## src/rtl/display_scan_if.sv

```systemverilog
// Signal bundle between the clock/time block and the 4-digit display scanner.
// The master supplies the BCD digits and display options; the slave drives the LED pins.
interface display_scan_if;
    logic [3:0] hourTens;
    logic [3:0] hourMu;
    logic [3:0] minTens;
    logic [3:0] minMu;
    logic       colon;
    logic       blankLeadZero;
    logic [3:0] an;
    logic [6:0] seg;
    logic       dp;

    modport master (
        output hourTens, hourMu, minTens, minMu, colon, blankLeadZero,
        input  an, seg, dp
    );

    modport slave (
        input  hourTens, hourMu, minTens, minMu, colon, blankLeadZero,
        output an, seg, dp
    );
endinterface

```

## src/rtl/display_scan.sv

```systemverilog
// Multiplexed 4-digit 7-segment scanner with per-slot anti-ghosting blanking,
// frame-aligned input snapshot, colon on the decimal point and leading-zero suppression.
module display_scan #(
    parameter int SCAN_DIV  = 50000,
    parameter int BLANK_CYC = 500
) (
    input  logic           clk,
    input  logic           resetN,
    display_scan_if.slave  bus
);
    localparam int CW = $clog2(SCAN_DIV);

    logic [CW-1:0] cnt;
    logic [1:0]    dig;

    logic [3:0] snap_ht;
    logic [3:0] snap_hm;
    logic [3:0] snap_mt;
    logic [3:0] snap_mm;
    logic       snap_colon;
    logic       snap_blz;

    logic [3:0] an_q;
    logic [6:0] seg_q;
    logic       dp_q;

    logic [3:0] an_next;
    logic [6:0] seg_next;
    logic       dp_next;
    logic [3:0] cur_digit;
    logic       in_blank;
    logic       lead_blank;

    function automatic logic [6:0] decode(input logic [3:0] d);
        logic [6:0] s;
        case (d)
            4'd0:    s = 7'b1000000;
            4'd1:    s = 7'b1111001;
            4'd2:    s = 7'b0100100;
            4'd3:    s = 7'b0110000;
            4'd4:    s = 7'b0011001;
            4'd5:    s = 7'b0010010;
            4'd6:    s = 7'b0000010;
            4'd7:    s = 7'b1111000;
            4'd8:    s = 7'b0000000;
            4'd9:    s = 7'b0010000;
            default: s = 7'b0111111;
        endcase
        return s;
    endfunction

    // Next output values are computed from the current cnt/dig/snapshot and registered below.
    always_comb begin
        cur_digit = snap_mm;
        case (dig)
            2'd0: cur_digit = snap_mm;
            2'd1: cur_digit = snap_mt;
            2'd2: cur_digit = snap_hm;
            2'd3: cur_digit = snap_ht;
            default: cur_digit = snap_mm;
        endcase

        in_blank   = (cnt < CW'(BLANK_CYC));
        lead_blank = (dig == 2'd3) && snap_blz && (snap_ht == 4'd0);

        an_next  = 4'b1111;
        seg_next = 7'b1111111;
        dp_next  = 1'b1;

        if (!in_blank && !lead_blank) begin
            an_next  = ~(4'b0001 << dig);
            seg_next = decode(cur_digit);
        end

        if (!in_blank && (dig == 2'd2) && snap_colon) begin
            dp_next = 1'b0;
        end
    end

    // The snapshot is taken only at the very start of a frame so a frame never mixes old and new digits.
    always_ff @(posedge clk) begin
        if (!resetN) begin
            cnt        <= '0;
            dig        <= 2'd0;
            snap_ht    <= 4'd0;
            snap_hm    <= 4'd0;
            snap_mt    <= 4'd0;
            snap_mm    <= 4'd0;
            snap_colon <= 1'b0;
            snap_blz   <= 1'b0;
            an_q       <= 4'b1111;
            seg_q      <= 7'b1111111;
            dp_q       <= 1'b1;
        end else begin
            if (cnt == CW'(SCAN_DIV - 1)) begin
                cnt <= '0;
                dig <= dig + 2'd1;
            end else begin
                cnt <= cnt + 1'b1;
            end

            if ((cnt == '0) && (dig == 2'd0)) begin
                snap_ht    <= bus.hourTens;
                snap_hm    <= bus.hourMu;
                snap_mt    <= bus.minTens;
                snap_mm    <= bus.minMu;
                snap_colon <= bus.colon;
                snap_blz   <= bus.blankLeadZero;
            end

            an_q  <= an_next;
            seg_q <= seg_next;
            dp_q  <= dp_next;
        end
    end

    assign bus.an  = an_q;
    assign bus.seg = seg_q;
    assign bus.dp  = dp_q;
endmodule

```

## src/flat_wrapper.sv

```systemverilog
// flat-port wrapper written by rule: the top's interface ports become plain ports
module display_scan_flat 
#(
    parameter int SCAN_DIV  = 50000,
    parameter int BLANK_CYC = 500
)
  (clk, resetN, bus_hourTens, bus_hourMu, bus_minTens, bus_minMu, bus_colon, bus_blankLeadZero, bus_an, bus_seg, bus_dp);
  display_scan_if bus_i ();
  input  logic clk;
  input  logic resetN;
  input wire logic [$bits(bus_i.hourTens)-1:0] bus_hourTens;
  input wire logic [$bits(bus_i.hourMu)-1:0] bus_hourMu;
  input wire logic [$bits(bus_i.minTens)-1:0] bus_minTens;
  input wire logic [$bits(bus_i.minMu)-1:0] bus_minMu;
  input wire logic [$bits(bus_i.colon)-1:0] bus_colon;
  input wire logic [$bits(bus_i.blankLeadZero)-1:0] bus_blankLeadZero;
  output wire logic [$bits(bus_i.an)-1:0] bus_an;
  output wire logic [$bits(bus_i.seg)-1:0] bus_seg;
  output wire logic [$bits(bus_i.dp)-1:0] bus_dp;
  assign bus_i.hourTens = bus_hourTens;
  assign bus_i.hourMu = bus_hourMu;
  assign bus_i.minTens = bus_minTens;
  assign bus_i.minMu = bus_minMu;
  assign bus_i.colon = bus_colon;
  assign bus_i.blankLeadZero = bus_blankLeadZero;
  assign bus_an = bus_i.an;
  assign bus_seg = bus_i.seg;
  assign bus_dp = bus_i.dp;
  display_scan #(.SCAN_DIV(SCAN_DIV), .BLANK_CYC(BLANK_CYC)) u_core (.clk(clk), .resetN(resetN), .bus(bus_i));
endmodule
```

## config.mk

```make
export PLATFORM = sky130hd
export DESIGN_NAME = display_scan_flat
export DESIGN_NICKNAME = d
export VERILOG_FILES = /design/src/rtl/display_scan_if.sv /design/src/rtl/display_scan.sv /design/src/flat_wrapper.sv
export SDC_FILE = /design/constraint.sdc
export NUM_CORES = 1
export LEC_CHECK = 0
export BUFFER_PORTS_ARGS = -buffer_cell sky130_fd_sc_hd__buf_2
export CORE_ASPECT_RATIO = 0.6
export CORE_MARGIN = 8
export CORE_UTILIZATION = 40
export DETAILED_ROUTE_END_ITERATION = 12
export SKIP_CTS_REPAIR_TIMING = 1
export SLEW_MARGIN = 10
export SYNTH_ARGS = -nofsm -noshare
export SYNTH_HDL_FRONTEND = slang
export SYNTH_SLANG_ARGS = --single-unit
export TNS_END_PERCENT = 50
```

## constraint.sdc

```tcl
create_clock -name clk -period 2.2 [get_ports clk]
set_input_delay 0.44 -clock clk [delete_from_list [all_inputs] [get_ports clk]]
set_output_delay 0.44 -clock clk [all_outputs]
set_load 0.005 [all_outputs]
```

==> results.py <==
metrics = {
    "run_status": {
        "outcome": "complete, no violations",
    },
    "worst_setup_path": {
        "reg2reg_to": "u_core.bus.seg[3]",
        "timing.critical_path.to_type": "register",
        "startpoint": "u_core.dig[1]",
        "cp_max_fo": 5,
        "startpoint_type": "register",
        "timing.reg2reg.worst_path_depth": 7,
        "critical_path.slowest_cell": "sky130_fd_sc_hd__a222oi_1",
        "endpoint_arrival_time_on_the_critical_path_ns": 2.44,
        "worstPathCellList": "inv_1, ha_2, a222oi_1, mux2i_4, buf_6, or4b_4, nand4_1",
        "r2r_slack_ns": 0.0003,
        "critical_path_required_ns": 2.44,
        "critPathMaxStageDelay_ns": 0.56,
        "worst_setup_path_category": "register to register",
        "r2r-start": "u_core.dig[1]",
        "crit_path_end": "u_core.bus.seg[3]",
    },
    "synthesis": {
        "post_synth_most_frequent_cells": "sky130_fd_sc_hd__dfxtp_1 (48), sky130_fd_sc_hd__o21ai_0 (25), sky130_fd_sc_hd__nand3_1 (22)",
        "synth.lib_cells_used.distinct": 46,
        "netlist_instances": 247,
        "synth-seq-area-share_pct": 42.69,
        "yosys_warnings": 0,
        "yosys.area.top_type_share_pct": 42.69,
        "async_flop_share_pct": 0,
        "syn-cell-area_mm2": 0.002251,
        "synthMostInstantiatedCell": "sky130_fd_sc_hd__dfxtp_1",
        "postSynth.topFlopCell": "sky130_fd_sc_hd__dfxtp_1",
        "synth.net_count": 276,
        "syn-mean-instance-area_um2": 9.113,
        "synth-edff-count": 0,
        "synthDominantAreaCellType": "sky130_fd_sc_hd__dfxtp_1",
        "ys_top_cells_by_area": "sky130_fd_sc_hd__dfxtp_1 (43%), sky130_fd_sc_hd__o21ai_0 (5.6%), sky130_fd_sc_hd__a21boi_0 (5.3%)",
        "yosys_register_bits": 48,
    },
    "floorplan": {
        "initial_utilization_pct": 40.99,
        "fp.coreArea_mm2": 0.005492,
        "floorplan.die_area_mm2": 0.008362,
        "placementRows": 21,
        "io-pin-count": 32,
        "die_height_um": 74.11,
        "dieWidth_um": 112.8,
    },
    "power_and_ir_drop": {
        "power_per_cell_area_mw_per_mm2": 675.1,
        "power_frac_clock_pct": 37.2,
        "total_leakage_power_uw": 0.0009903,
        "sequentialPowerShare_pct": 51.6,
        "internal_power_uw": 1367,
        "netSwitchingFraction_pct": 24.02,
        "power.combinational.fraction_pct": 11.2,
        "switchingPower_uw": 432.2,
        "power.total_uw": 1799,
        "worst_ir_drop_vdd_uv": 318.4,
    },
    "flow_run": {
        "cap_viol_max_count": 0,
    },
    "grt": {
        "wire_length_of_the_first_global_routing_pass_um": 8638,
        "grt_pass1_vias": 1713,
        "grt_antenna_before_repair": 0,
        "met3_usage_in_global_routing_pct": 3.890,
        "groute.layer.met1.usage_pct": 19.15,
        "grt.total_usage_pct": 12.91,
        "globalRouteMet2Util_pct": 17.74,
        "pin_count_of_the_biggest_net_entering_global_routing": 24,
        "grt_most_used_layer": "met1",
        "grt-ovfl-total": 0,
    },
    "clocking": {
        "cts_tree": "yes",
        "cts.htree.levels": 2,
        "ctsRootBufferMaster": "sky130_fd_sc_hd__clkbuf_8",
        "max-clock-path-buffers": 2,
        "worst_skew_pair.late_latency_ns": 0.30,
        "numClockSinks": 48,
        "cts_inserted_buffers": 5,
        "clk_pin_slew_ns": 0.09,
    },
    "min_path": {
        "timing.hold.worst.class": "primary input to register",
        "hold_path_depth": 3,
    },
    "finish": {
        "filler_cell_count": 555,
        "nets": 313,
        "post_synthesis_to_final_layout_area_growth_pct": 18.40,
        "drive_above_1_share_pct": 23.86,
        "multi_input_gate_area_mm2": 0.001196,
        "seq_area_um2": 965.9,
        "diodes": 0,
    },
    "routing": {
        "num_vias": 1869,
        "drt-pass1-iter-count": 5,
        "post_route_drc": 0,
        "routed_wire_length_per_instance_um": 15.02,
        "antenna_left": 0,
        "vias_per_cell": 5.280,
        "drt_iter0_drc": 129,
        "total_routed_length_um": 5317,
    },
    "sta": {
        "finalWorstSetupSlack_ns": 0.0002771,
        "highest_achievable_clock_rate_mhz": 454.6,
        "finalCriticalPeriod_ns": 2.200,
        "report.final.hold_viol_count": 0,
        "post_route_clock_skew_ns": 0.005039,
        "grt_setup_unrepaired": "true",
        "final-setup-viol-count": 0,
        "max_slew_margin_pct": 55.70,
        "setup_total_negative_slack_ns": 0,
        "final_max_slew_viol_count": 0,
        "final.period_utilization_pct": 99.99,
        "tightestPinTransition_ns": 0.6621,
    },
    "placement": {
        "portBuffers": 31,
        "hpwlAfterDp_um": 3768,
        "routabilityCongestion": 0.8475,
        "pre_cts_setup_slack_ns": -0.01629,
    },
}
## worst min path at each step
stage,from,to,slack [ns]
final,bus_hourTens[2],u_core.snap_ht[2],0.40
after global routing,bus_minTens[1],u_core.snap_mt[1],0.38
after CTS,bus_minTens[1],u_core.snap_mt[1],0.39
after detailed placement,u_core.snap_colon,u_core.bus.dp,0.42
after global placement,u_core.snap_colon,u_core.bus.dp,0.43
after floorplan,u_core.snap_colon,u_core.bus.dp,0.39
## critical path: cells and delay by family (launching register included)
family,cells,cell delay (ns)
flip-flops,1,0.37
multiplexers,1,0.13
AO/OA/AOI/OAI,1,0.56
adder cells (fa/ha/maj),1,0.21
AND/OR/NAND/NOR,2,0.64
buffers and inverters,2,0.22
## cell usage in the layout, fill, tap and decap left out, types with 3 or more instances in the layout
cell type                  netlist  routed
sky130_fd_sc_hd__dfxtp_1        48      46
sky130_fd_sc_hd__nor3_1          4       4
sky130_fd_sc_hd__buf_2           3      32
sky130_fd_sc_hd__ha_1            9       6
sky130_fd_sc_hd__a21boi_0       16      16
sky130_fd_sc_hd__buf_4           1       9
sky130_fd_sc_hd__nand3_1        22      22
sky130_fd_sc_hd__o21ai_0        25      22
sky130_fd_sc_hd__clkbuf_8        0       6
sky130_fd_sc_hd__inv_1          15      15
sky130_fd_sc_hd__nor2_1         18      18
sky130_fd_sc_hd__nand2_1         9       9
sky130_fd_sc_hd__or3_1           3       3
sky130_fd_sc_hd__a222oi_1        4       4
sky130_fd_sc_hd__ha_2            0       3
sky130_fd_sc_hd__o21ai_1         0       3
sky130_fd_sc_hd__xor2_1          5       5
sky130_fd_sc_hd__nand4_1         7       7
sky130_fd_sc_hd__a21oi_1         3       3
sky130_fd_sc_hd__nor4_1          3       3
sky130_fd_sc_hd__xnor2_1         8       8
## metrics by stage
step / instance area, um2 / hold WS [ns] / util (%) / std cells
floorplan: 2251 / 0.3894 / - / 247
finish: 2665 / 0.3977 / 48.53 / 354
global placement: 2476 / 0.4276 / 45.09 / 342
global route: 2665 / 0.3751 / 48.53 / 354
detailed placement: 2476 / 0.4167 / 45.09 / 342
CTS: 2597 / 0.3897 / 47.30 / 350
## state kept, by name, summed over array words and instances (netlist names)
register,flops
u_core.bus.seg,7
u_core.bus.an,4
u_core.snap_blz,1
u_core.snap_colon,1
u_core.snap_hm,4
u_core.bus.dp,1
u_core.dig,2
u_core.cnt,16
u_core.snap_mm,4
u_core.snap_mt,4
u_core.snap_ht,4
## final cells by class
type | instances | area share, %
Clock inverter | 2 | 1.455
Sequential cell | 48 | 36.24
Inverter | 15 | 2.113
Clock buffer | 6 | 3.099
Multi-Input combinational cell | 172 | 44.88
Tap cell | 69 | 3.239
Timing Repair Buffer | 42 | 8.967
## power groups by stage
stage               clock (uW)  sequential [uW]  combinational [uW]
finish                     670              928                 201
floorplan                    0              940                 127
CTS                        687              928                 184
global placement             0              948                 182
detailed placement           0              948                 184
global route               729              932                 224
## layer usage
metal,vias to the layer above,wire length [um]
met5,-,0
met4,0,15
met3,3,219
met2,35,2049
met1,879,3032
li1,952,-
## kinds of logic after synthesis
kind of cell / Yosys count / share of synthesized area, %
buf+inv: 27 / 5.558
xor+xnor: 13 / 5.058
mux: 6 / 2.724
compound gates: 55 / 15.79
fa+ha+maj: 9 / 5.003
flops: 48 / 42.69
simple gates: 89 / 23.18
(Power assumes the default switching activity.)
